$ cat src/rtl/seq_multi_nbits.sv
// ============================================================================
//  Module   : seq_multi_nbits
//  Purpose  : Serial shift-and-add multiplier, BITS x BITS -> 2*BITS, with
//             unsigned/signed mode and a start/busy/done handshake.
//  Revision : 1.0  initial release
// ============================================================================
`default_nettype none

module seq_multi_nbits #(
    parameter int BITS = 8
) (
    input  logic              clk,
    input  logic              rst,
    input  logic              start_i,
    input  logic              signed_i,
    input  logic [BITS-1:0]   A_i,
    input  logic [BITS-1:0]   B_i,
    output logic              busy_o,
    output logic              done_o,
    output logic [2*BITS-1:0] Product_o
);

    localparam int                 c_cnt_w    = $clog2(BITS + 1);
    localparam logic [c_cnt_w-1:0] c_cnt_init = c_cnt_w'(BITS);
    localparam logic [c_cnt_w-1:0] c_cnt_one  = c_cnt_w'(1);

    localparam logic [1:0] c_idle = 2'd0;
    localparam logic [1:0] c_run  = 2'd1;
    localparam logic [1:0] c_fix  = 2'd2;
    localparam logic [1:0] c_done = 2'd3;

    logic [1:0]          r_state;
    logic [1:0]          w_next;
    logic [c_cnt_w-1:0]  r_cnt;
    logic [BITS-1:0]     r_mcand;
    logic [BITS-1:0]     r_mplier;
    logic [2*BITS:0]     r_acc;
    logic                r_neg;
    logic                r_done;
    logic [2*BITS-1:0]   r_prod;

    logic                w_accept;
    logic [BITS-1:0]     w_a_mag;
    logic [BITS-1:0]     w_b_mag;
    logic [BITS-1:0]     w_addend;
    logic [BITS:0]       w_sum;
    logic [2*BITS:0]     w_acc_step;
    logic [2*BITS-1:0]   w_fix_val;

    assign w_accept = start_i && ((r_state == c_idle) || (r_state == c_done));

    // Signed operands are reduced to magnitudes; -2^(BITS-1) maps to 2^(BITS-1),
    // which still fits in BITS unsigned bits.
    assign w_a_mag = (signed_i && A_i[BITS-1]) ? -A_i : A_i;
    assign w_b_mag = (signed_i && B_i[BITS-1]) ? -B_i : B_i;

    assign w_addend   = r_mplier[0] ? r_mcand : '0;
    assign w_sum      = r_acc[2*BITS:BITS] + {1'b0, w_addend};
    assign w_acc_step = {w_sum, r_acc[BITS-1:0]} >> 1;
    assign w_fix_val  = r_neg ? -r_acc[2*BITS-1:0] : r_acc[2*BITS-1:0];

    // State register
    always_ff @(posedge clk or posedge rst) begin
        if (rst) begin
            r_state <= c_idle;
        end else begin
            r_state <= w_next;
        end
    end

    // Next-state logic
    always_comb begin
        w_next = r_state;
        case (r_state)
            c_idle:  if (w_accept) w_next = c_run;
            c_run:   if (r_cnt == c_cnt_one) w_next = c_fix;
            c_fix:   w_next = c_done;
            c_done:  if (w_accept) w_next = c_run;
            default: w_next = c_idle;
        endcase
    end

    // Output logic
    always_comb begin
        busy_o = (r_state == c_run) || (r_state == c_fix);
    end

    assign done_o    = r_done;
    assign Product_o = r_prod;

    // Datapath: operand capture, iteration and result write-back
    always_ff @(posedge clk or posedge rst) begin
        if (rst) begin
            r_cnt    <= '0;
            r_mcand  <= '0;
            r_mplier <= '0;
            r_acc    <= '0;
            r_neg    <= 1'b0;
            r_done   <= 1'b0;
            r_prod   <= '0;
        end else begin
            if (w_accept) begin
                r_mcand  <= w_a_mag;
                r_mplier <= w_b_mag;
                r_neg    <= signed_i && (A_i[BITS-1] ^ B_i[BITS-1]);
                r_cnt    <= c_cnt_init;
                r_acc    <= '0;
            end else if (r_state == c_run) begin
                r_acc    <= w_acc_step;
                r_mplier <= r_mplier >> 1;
                r_cnt    <= r_cnt - c_cnt_one;
            end
            if (r_state == c_fix) begin
                r_prod <= w_fix_val;
            end
            r_done <= (r_state == c_fix);
        end
    end

endmodule

`default_nettype wire

$ cat config.mk
export PLATFORM = sky130hd
export DESIGN_NAME = seq_multi_nbits
export DESIGN_NICKNAME = d
export VERILOG_FILES = /design/src/rtl/seq_multi_nbits.sv
export SDC_FILE = /design/constraint.sdc
export NUM_CORES = 1
export LEC_CHECK = 0
export CAP_MARGIN = 20
export CORE_MARGIN = 2
export CORE_UTILIZATION = 60
export CTS_CLUSTER_SIZE = 40
export DETAILED_ROUTE_END_ITERATION = 6
export PLACE_DENSITY = 0.95
export SLEW_MARGIN = 5
export SYNTH_ARGS = -nofsm -noshare
export SYNTH_HDL_FRONTEND = slang
export SYNTH_SLANG_ARGS = --single-unit
$ cat constraint.sdc
create_clock -name clk -period 6.9 [get_ports clk]
set_clock_uncertainty 0.2 [all_clocks]
set_input_delay 2.07 -clock clk [delete_from_list [all_inputs] [get_ports clk]]
set_output_delay 2.07 -clock clk [all_outputs]
set_load 0.005 [all_outputs]
Word level (Yosys, flattened, before mapping)

Index checks and enable logic that the tools add are counted.

Bitwise gates (word level): 1
$add $sub $neg: 5
Reductions and logical operators: 10
Equality and inequality tests: 6
Muxes and demuxes: 13

Operators by type and width:

| cell                                                               | count |
|---|---|
| 8-bit two-way mux                                                  | 5 |
| 17-bit two-way mux                                                 | 2 |
| 16-bit two-way mux                                                 | 1 |
| 16-bit negation                                                    | 1 |
| 8-bit negation                                                     | 2 |
| 9-bit by 8-bit adder with 9-bit output                             | 1 |
| 4-bit two-way mux                                                  | 2 |
| 2-bit one-hot mux with 3 select lines                              | 1 |
| 2-bit == test, second input constant                               | 2 |
| 4-bit by 1-bit == test with 1-bit output, second input constant    | 1 |
| 1-bit logical AND                                                  | 4 |
| 2-bit two-way mux                                                  | 2 |
| 4-bit by 1-bit subtractor with 4-bit output, second input constant | 1 |
| 2-bit by 1-bit == test with 1-bit output, second input constant    | 1 |
| 2-bit zero test                                                    | 1 |
| 1-bit logical OR                                                   | 2 |
| 2-bit by 1-bit != test with 1-bit output, second input constant    | 1 |
| 2-bit != test, second input constant                               | 1 |
| 2-bit AND reduction                                                | 1 |
| 2-bit nonzero test                                                 | 1 |
| 2-bit OR reduction                                                 | 1 |
| 1-bit XOR                                                          | 1 |

Output and inout port bits: 18
Register bits: 57
Input bits: 20

Longest topological paths before layout

Gate-level depths: netlist of run 1.

Depth in word-level cells: 5
Depth in mapped cells: 8
Gate-level depth less buffers: 7

Worst setup path before layout of run 1

OpenSTA, ideal clock, no wires.

Path kind: input port to flip-flop
From: input A_i[1]
To: register r_mcand[7]
Arrival: 3.093 ns
Buffers on the path: 0
Required time: 6.624 ns
Setup slack: 3.531 ns
Stages: 4
Library setup time: 0.076 ns
Path through: or3_1 > or3_1 > o31a_1 > o21ai_1

Cells in the longest elaborated chain, start to end: 2

Ends and longest elaborated chain:

| what                 | line | RTL |
|---|---|---|
| start, declared      | 16   | `input logic [BITS-1:0] A_i,` |
| 8-bit negation       | 54   | `assign w_a_mag = (signed_i && A_i[BITS-1]) ? -A_i : A_i;` |
| 8-bit two-way mux    | 54   |  |
| end signal, assigned | 103  | `r_mcand <= w_a_mag;` |
| end, declared        | 35   | `logic [BITS-1:0] r_mcand;` |

Every way passes these cells.
A chain may end at the register's enable or synchronous reset.

Worst setup path after layout of run 1

From: register r_state[0]
To: output busy_o

Cells in the longest elaborated chain, start to end: 2
Elaborated cells between the ends (all ways): 3
Those cells by class: eq/ne: 2; reduce/logical: 1

Ends and longest elaborated chain:

| what                                                                      | line | RTL |
|---|---|---|
| start, declared                                                           | 32   | `logic [1:0] r_state;` |
| start signal, assigned                                                    | 65   | `r_state <= c_idle;` |
| start signal, assigned                                                    | 67   | `r_state <= w_next;` |
| 2-bit by 1-bit == test with 1-bit output or 2-bit == test (tied branches) | 85   | `busy_o = (r_state == c_run) \|\| (r_state == c_fix);` |
| 1-bit logical OR (*)                                                      | 85   |  |
| end, declared                                                             | 18   | `output logic busy_o,` |

Every way passes the cells marked *; elsewhere a longest branch is shown, timed or not.

==> results of run 1 <==
## kinds of logic (layout without fill, tap and decap cells)
group / after synthesis / after routing / share of synthesized area, %
AOI/OAI and AO/OA: 78 / 78 / 14.85
xor gates and xnor gates: 25 / 25 / 6.596
adders and majority gates: 17 / 17 / 6.634
buffers and inverters: 37 / 65 / 4.485
DFF: 56 / 56 / 42.22
muxes: 19 / 19 / 5.842
and+or+nand+nor: 121 / 121 / 19.37
## routing by layer
layer  routed length (microns)  part of all wire [%]
met1                      2780                    44
met2                      3159                    50
met3                       309                   4.9
met4                        63                   1.0
met5                         0                     0
## worst max-delay path by stage
| stage | end |
|---|---|
| 5_1_grt | busy_o |
| 4_1_cts | busy_o |
| 6_report | busy_o |
| 2_1_floorplan | Product_o[0] |
| 3_3_place_gp | r_acc[12] |
| 3_5_place_dp | r_acc[12] |
## placed cells by master, fill, tap and decap left out, types with 3 or more instances in the layout
| master | synthesis | final |
|---|---|---|
| nor2b_1 | 4 | 4 |
| clkbuf_8 | 0 | 6 |
| o21ai_0 | 14 | 14 |
| nor2_1 | 40 | 40 |
| a21oi_1 | 29 | 29 |
| inv_1 | 17 | 16 |
| nor3_1 | 6 | 6 |
| mux2_2 | 3 | 3 |
| mux2i_1 | 16 | 16 |
| nand3_1 | 7 | 7 |
| clkdlybuf4s50_1 | 0 | 37 |
| or3_1 | 4 | 4 |
| and3_1 | 5 | 5 |
| dfrtp_1 | 56 | 56 |
| o311ai_0 | 3 | 3 |
| nand2_1 | 22 | 22 |
| xnor2_1 | 18 | 18 |
| nand4b_1 | 5 | 5 |
| ha_1 | 16 | 16 |
| a211oi_1 | 9 | 9 |
| nor4_1 | 6 | 6 |
| and2_1 | 9 | 9 |
| xor2_1 | 7 | 7 |
| a31oi_1 | 4 | 4 |
## critical path, cell delays in order, from the launching register on
cell	delay (ns)
dfrtp_1	0.39
inv_1	0.07
ha_1	0.34
inv_1	0.07
clkdlybuf4s50_1	0.49
## cell type report
type	count	share of cell area [%]
multi-input cells	260	46.25
clock inverters	1	0.2290
well taps	72	2.355
clock buffers	6	2.159
flip-flops and latches	56	36.64
repair buffers	40	10.60
inverters	18	1.766
## report_power, final
group,total [W],internal (W),leakage [nW],switching [W]
clock,0.000183,0.0000802,0.0473,0.000103
combinational,0.000792,0.000374,0.930,0.000417
sequential,0.000584,0.000466,0.705,0.000118
total,0.00156,0.000921,1.68,0.000638
## registers in the layout, indices dropped and copies added, names as in the netlist
name,cells
Product_o,16
r_acc,16
r_mcand,8
r_mplier,8
r_cnt,4
r_state,2
done_o,1
r_neg,1
## through the flow
step / worst slack (ns) / std cells / hold WS (ns) / util (%) / total power (W)
2_1_floorplan: 3.259 / 353 / 0.2418 / - / 0.001136
3_3_place_gp: 2.905 / 445 / 0.2535 / 68.28 / 0.001328
3_5_place_dp: 2.858 / 445 / 0.2622 / 68.28 / 0.001376
4_1_cts: 2.951 / 452 / 0.2837 / 69.96 / 0.001565
5_1_grt: 2.858 / 453 / 0.2974 / 70.32 / 0.001699
6_report: 2.968 / 453 / 0.2767 / 70.32 / 0.001559
==> impl_metrics.tcl, run 1 <==
set metrics [dict create \
    outcome "complete, no violations" \
    synth.top_cell.area_share_pct 42.22 \
    power.density_nw_per_um2 407.5 \
    fmax_mhz 254.3 \
    setup_viol 0 \
    rsz0062_at_grt "no" \
    setup.worst_path.end_class "primary output" \
    synth_cell_types 50 \
    irDropWorstVdd_mv 0.1884 \
    drive_above_1_share_pct 5.249 \
    cp.arrival_ns 1.66 \
    cap_violations 0 \
    routed_wl_microns 6313 \
    cts_buffers 5 \
    synthTopCellsByArea "dfrtp_1 42%, ha_1 6.0%, mux2i_1 4.8%, xnor2_1 4.7%, nor2_1 4.5%" \
    insertion_delay_ns 0.31 \
    via_per_inst 5.764 \
    final-max-slew-violation-count 0 \
    min_period_over_period_pct 56.98 \
    worstSetupPathType "register to primary output" \
    synth-edff-count 0 \
    worst-path-max-fanout 5 \
    grt.met3_usage_pct 4.253 \
    htree_num_levels 2 \
    cts_resized 0 \
    die_w_microns 78.38 \
    placed_cell_area_sq_um 3714 \
    p_leak_nw 1.682 \
    antenna_cells 0 \
    grt_pass1_vias 2602 \
    holdPathStages 2 \
    post-route-min-period_ns 3.932 \
    yosys.area.top_type "dfrtp_1" \
    min_to "r_mcand[4]" \
    final_antenna_net_count 0 \
    synth_commonest_cells "56 x dfrtp_1, 40 x nor2_1, 29 x a21oi_1, 22 x nand2_1, 18 x xnor2_1" \
    clock_sinks 56 \
    fp-row-count 27 \
    synth-seq-cells 56 \
    cts.clk_slew.worst_paths_ns 0.09 \
    setup_tns_ns 0 \
    worst_slew_pin_slew_ns 0.8601 \
    yosys_warnings 0 \
    grt_overflow 0 \
    drtPass1Iterations 4 \
    hold_viol 0 \
    core_sq_um 5439 \
    drt-wirelength-per-cell_microns 13.94 \
    synth.avg_cell_area_sq_um 9.403 \
    rrSetupSlack_ns 4.45 \
    synth_most_common_cell "dfrtp_1" \
    fill_cells 413 \
    multi_input_area_sq_um 1769 \
    grt_pass1_wl_microns 10970 \
    slew_headroom_pct 42.66 \
    fp.dieH_microns 78.38 \
    nNetsFinal 418 \
    async_flop_share_pct 100.0 \
    reg2reg_to "r_acc[15]" \
    synth.cell_area_sq_um 3319 \
    grt_max_degree 57 \
    fin_area_sq_um 3825 \
    area_growth_syn_to_layout_pct 15.23 \
    grt_antenna_before_repair 0 \
    place_hpwl_microns 4480 \
    synthFlopType "dfrtp_1" \
    dieArea_sq_um 6143 \
    crit_start "r_state[0]" \
    track_usage_pct 21.99 \
    root_buffer "clkbuf_8" \
    r2r_start "r_mplier[0]" \
    drc 0 \
    clock_path_buffers 2 \
    grt.busiest_layer "met2" \
    use_met2_pct 40.26 \
    worstHoldStart "r_mcand[4]" \
    syn-num-nets 390 \
    seq_area_sq_um 1401 \
    initialDrtViolationCount 138 \
    worst_ep_required_time_ns 4.63 \
    postCtsHoldBufs 0 \
    post_cts_buffers 0 \
    synthCells 353 \
    place_congestion 0.8187 \
    grtUsageMet1_pct 26.08 \
    num_vias 2611 \
    tritoncts "yes" \
    synth-seq-area-share_pct 42.22 \
    portBuffers 37 \
    min_path_type "register to register" \
    pin_count 38 \
    critical_path.startpoint_type "register" \
    worst-r2r-cell-count 7 \
    start_util_pct 61.03 \
]
Note: power is estimated with default switching activity, not from simulation.
==> run 2, diff against run 1 <==
Settings changed: CORE_UTILIZATION 60 to 51, PLACE_DENSITY 0.95 to 0.87.
Clock period 6.9 ns to 3.5 ns, I/O delays scaled along.
==> run 2 against run 1 <==
Against the previous run: final area grew 0.95%; critical path depth did not move; die area rose by 17%; via count is 0.77% lower; sequential share of layout area fell by 0.34 points; core utilization down 9.2 points; clock power is 120% higher; sequential power is 97% higher; wire length is 0.73% higher; critical path type unchanged; register-to-register slack lost 3.3 ns; hold slack better by 0.0052 ns.
==> impl_metrics.tcl, run 2 (synthesis gave the netlist of run 1 again) <==
set metrics [dict create \
    outcome "complete, no violations" \
    setup_tns_ns 0 \
    fp.dieH_microns 84.68 \
    post-route-util_pct 61.16 \
    place_congestion 0.8331 \
    setup_viol 0 \
    fill_cells 551 \
    p_total_w 0.003135 \
    crit_cells 4 \
    drtPass1Iterations 4 \
    critPathMostFrequentCell "inv_1" \
    holdPathStages 2 \
    drc 0 \
    worstSetupPathType "register to primary output" \
    postCtsHoldBufs 0 \
    initialDrtViolationCount 162 \
    grt_antenna_before_repair 0 \
    dieArea_sq_um 7170 \
    place_hpwl_microns 4699 \
    critical_path.startpoint_type "register" \
    fin_area_sq_um 3861 \
    max_stage_delay_ns 0.49 \
    final_antenna_net_count 0 \
    antenna_cells 0 \
    critPathTopFamily "buffers and inverters" \
    drive_above_1_share_pct 5.744 \
    hold_viol 0 \
    portBuffers 37 \
    drt-wirelength-per-cell_microns 13.82 \
    min_period_over_period_pct 83.15 \
    power.density_nw_per_um2 811.8 \
    worst_slew_pin_slew_ns 0.5973 \
    core_sq_um 6314 \
    cts.clk_slew.worst_paths_ns 0.10 \
    worst-path-max-fanout 5 \
    cap_violations 0 \
    cp.arrival_ns 1.66 \
    slew_headroom_pct 60.12 \
    via_per_inst 5.633 \
    seq_area_sq_um 1401 \
    track_usage_pct 18.65 \
    rsz0062_at_grt "no" \
    grt_pass1_vias 2529 \
    cts_resized 0 \
    cp_num_buf_inv 3 \
    worst_path_max_delay_cell "clkdlybuf4s50_1" \
    tritoncts "yes" \
    dp.cells 454 \
    fmax_mhz 343.6 \
    root_buffer "clkbuf_8" \
    layout.cells.non_filler 460 \
    min_path_type "register to register" \
    insertion_delay_ns 0.30 \
    setup.worst_path.end_class "primary output" \
    layout_commonest_cell "dfrtp_1" \
    worst-r2r-cell-count 6 \
    fp-row-count 29 \
    r2r_start "r_mplier[0]" \
    placed_cell_area_sq_um 3762 \
    reg2reg_to "r_acc[12]" \
    post-route-min-period_ns 2.910 \
    pin_count 38 \
    routed_wl_microns 6359 \
    multi_input_area_sq_um 1769 \
    crit_start "r_state[0]" \
    nNetsFinal 421 \
    start_util_pct 52.58 \
    clock_path_buffers 2 \
    post_cts_buffers 0 \
    mostFrequentLayoutCells "56 x dfrtp_1, 40 x nor2_1, 37 x clkdlybuf4s50_1" \
    grt_pass1_wl_microns 11040 \
    irDropWorstVdd_mv 0.3910 \
    crit_chain "inv_1 > ha_1 > inv_1 > clkdlybuf4s50_1" \
    final-max-slew-violation-count 0 \
    cts_buffers 5 \
    rrSetupSlack_ns 1.13 \
    area_growth_syn_to_layout_pct 16.32 \
    die_w_microns 84.68 \
    grt_max_degree 35 \
    num_vias 2591 \
    critPathCapture "busy_o" \
    worst_ep_required_time_ns 2.25 \
    clock_sinks 56 \
    grt_overflow 0 \
    htree_num_levels 2 \
    p_leak_nw 1.699 \
]
[run 2: worst min-delay path, delay by kind of cell (launching register included)]
kind             cells  cell delay, ns
flip-flops           1            0.34
AO/OA/AOI/OAI        1            0.06
AND/OR/NAND/NOR      1            0.05
[run 2: per-layer routing]
metal  share of wire (%)  vias to the layer above  routed length, microns  GRT usage (%)
met1                  46                     1214                    2905          23.03
met2                  50                       56                    3194          33.79
met3                 3.7                        4                     235          3.540
li1                    -                     1317                       -              -
met5                   0                        -                       0              0
met4                0.38                        0                      24          4.185
[run 2: how the worst min path moves through the flow]
| stage | from | to | slack (ns) |
|---|---|---|---|
| 3_3_place_gp | r_mcand[3] | r_mcand[3] | 0.25 |
| 6_report | r_mcand[3] | r_mcand[3] | 0.28 |
| 3_5_place_dp | r_mcand[3] | r_mcand[3] | 0.27 |
| 4_1_cts | r_mcand[3] | r_mcand[3] | 0.28 |
| 5_1_grt | r_mcand[7] | r_mcand[7] | 0.31 |
| 2_1_floorplan | r_mcand[3] | r_mcand[3] | 0.24 |
[run 2: power by group]
group | internal, W | switching, W | total, W
logic | 0.000758 | 0.000825 | 0.00158
registers | 0.000919 | 0.000232 | 0.00115
clock network | 0.000206 | 0.000194 | 0.000400
total | 0.00188 | 0.00125 | 0.00313
[run 2: area by class of cell]
| class | count | share of cell area, % |
|---|---|---|
| Clock buffer | 5 | 1.782 |
| Clock inverter | 1 | 0.7777 |
| Inverter | 18 | 1.750 |
| Multi-Input combinational cell | 260 | 45.82 |
| Sequential cell | 56 | 36.29 |
| Tap cell | 77 | 2.495 |
| Timing Repair Buffer | 43 | 11.08 |
[run 2: through the flow]
stage	hold slack, ns	setup WS (ns)
floorplan	0.2418	0.8787
global placement	0.2529	0.6839
detailed placement	0.2652	0.6160
CTS	0.2849	0.5759
global route	0.3141	0.4872
finish	0.2819	0.5898
==> run 3, diff against run 2 <==
Settings changed: CORE_UTILIZATION 51 to 56, PLACE_DENSITY 0.87 to 0.91.
Clock period 3.5 ns to 2.95 ns, I/O delays scaled along.
==> run 3 against run 2 <==
Against the previous run: sequential cell count stayed put; global-route usage grew 3.0 points; wire length rose by 3.3%; register-to-register slack lost 0.52 ns; sequential share of layout area is the same; critical path depth is the same; first-iteration DRC count shrank 10%; core utilization is 5.2 points higher; combinational power grew 21%; sequential power rose by 19%; non-clock buffer count up 1; largest cell class unchanged.
==> impl_metrics.tcl, run 3 (synthesis gave the netlist of run 1 again) <==
set metrics [dict create \
    outcome "complete, no violations" \
    cts_resized 0 \
    routed_wl_microns 6572 \
    insertion_delay_ns 0.31 \
    root_buffer "clkbuf_8" \
    grt_max_degree 35 \
    clock_path_buffers 2 \
    grt_antenna_before_repair 0 \
    mostFrequentLayoutCells "56 x dfrtp_1, 40 x nor2_1, 37 x clkdlybuf4s50_1" \
    place_congestion 0.8199 \
    whs_ns 0.2815 \
    antenna_cells 0 \
    drc 0 \
    postCtsHoldBufs 0 \
    multi_input_area_sq_um 1769 \
    critical_path.startpoint_type "register" \
    die_w_microns 80.99 \
    fmax_mhz 360.1 \
    setup_ws_ns 0.1731 \
    rsz0062_at_grt "no" \
    clock_sinks 56 \
    slew_headroom_pct 65.13 \
    min_period_over_period_pct 94.13 \
    final-max-slew-violation-count 0 \
    post_cts_buffers 0 \
    layout_commonest_cell "dfrtp_1" \
    place_hpwl_microns 4817 \
    p_leak_nw 1.699 \
    fill_cells 471 \
    htree_num_levels 2 \
    fp.dieH_microns 80.99 \
    num_vias 2690 \
    area_growth_syn_to_layout_pct 16.32 \
    pin_count 38 \
    post-route-min-period_ns 2.777 \
    setup_viol 0 \
    cts_buffers 5 \
    cp.arrival_ns 1.69 \
    tritoncts "yes" \
    hold_viol 0 \
    grt_pass1_vias 2598 \
    grt_pass1_wl_microns 11160 \
    power.density_nw_per_um2 963.7 \
    setup.worst_path.end_class "primary output" \
    final_antenna_net_count 0 \
    layout.cells.non_filler 461 \
    nNetsFinal 422 \
    track_usage_pct 21.65 \
    drt-wirelength-per-cell_microns 14.26 \
    cap_violations 0 \
    portBuffers 37 \
    dp.cells 453 \
    grt_overflow 0 \
    dieArea_sq_um 6559 \
    min_path_type "register to register" \
    worst_slew_pin_slew_ns 0.5192 \
    worstSetupPathType "register to primary output" \
    pre_cts_ws_ns 0.2295 \
    post-route-util_pct 66.39 \
    irDropWorstVdd_mv 0.4243 \
    cts.clk_slew.worst_paths_ns 0.09 \
    drtPass1Iterations 4 \
    seq_area_sq_um 1401 \
    via_per_inst 5.835 \
    fp-row-count 28 \
    worst_ep_required_time_ns 1.87 \
    drive_above_1_share_pct 6.218 \
    start_util_pct 57.08 \
    initialDrtViolationCount 145 \
    worst-path-max-fanout 5 \
    core_sq_um 5816 \
    setup_tns_ns 0 \
]
==> run 3: changes by cell type in the layout (fill, tap and decap cells not counted), sizes merged <==
| cell | change |
|---|---|
| bufinv | -1 |
| clkbuf | +2 |
| clkinvlp | +1 |
| buf | +1 |
==> run 3: through the flow <==
stage | total power (W) | instance area (sq um)
after floorplan | 0.002658 | 3319
after global placement | 0.003154 | 3767
after detailed placement | 0.003267 | 3767
after CTS | 0.003718 | 3861
after global routing | 0.004026 | 3861
final | 0.003721 | 3861
==> run 3: area by class of cell <==
cell class                      instances  share of cell area, %
Clock buffer                            7                  2.236
Sequential cell                        56                  36.29
Tap cell                               75                  2.430
Clock inverter                          1                 0.1944
Inverter                               18                  1.750
Timing Repair Buffer                   44                  11.28
Multi-Input combinational cell        260                  45.82
==> run 3: final timing paths <==
kind	startpoint	endpoint	slack, ns	cells after the start
setup reg to reg	r_mplier[0]	r_acc[12]	0.61	6
hold reg to reg	r_mcand[4]	r_mcand[4]	0.28	2
min in group asynchronous	rst	r_acc[3]	0.67	2
max in group asynchronous	rst	Product_o[12]	1.31	3
hold / removal	r_mcand[4]	r_mcand[4]	0.28	2
setup / recovery	r_state[0]	busy_o	0.17	4
==> run 3: worst max-delay path: stages (launching register included) <==
cell and delay (ns):
dfrtp_1 0.39, inv_1 0.07, ha_1 0.36, inv_1 0.08, clkdlybuf4s50_1 0.49
==> run 3: layer usage <==
metal | up-vias | global-route usage (%) | part of all wire [%]
met5 | - | 0 | 0
met4 | 0 | 8.136 | 1.2
met3 | 12 | 4.000 | 4.5
met2 | 75 | 38.76 | 50
li1 | 1322 | - | -
met1 | 1281 | 25.81 | 44
==> run 3: report_power, final <==
group	internal [W]	switching [W]	leakage (nW)
combinational	0.000903	0.00101	0.949
sequential	0.00109	0.000283	0.705
clock	0.000191	0.000242	0.0445
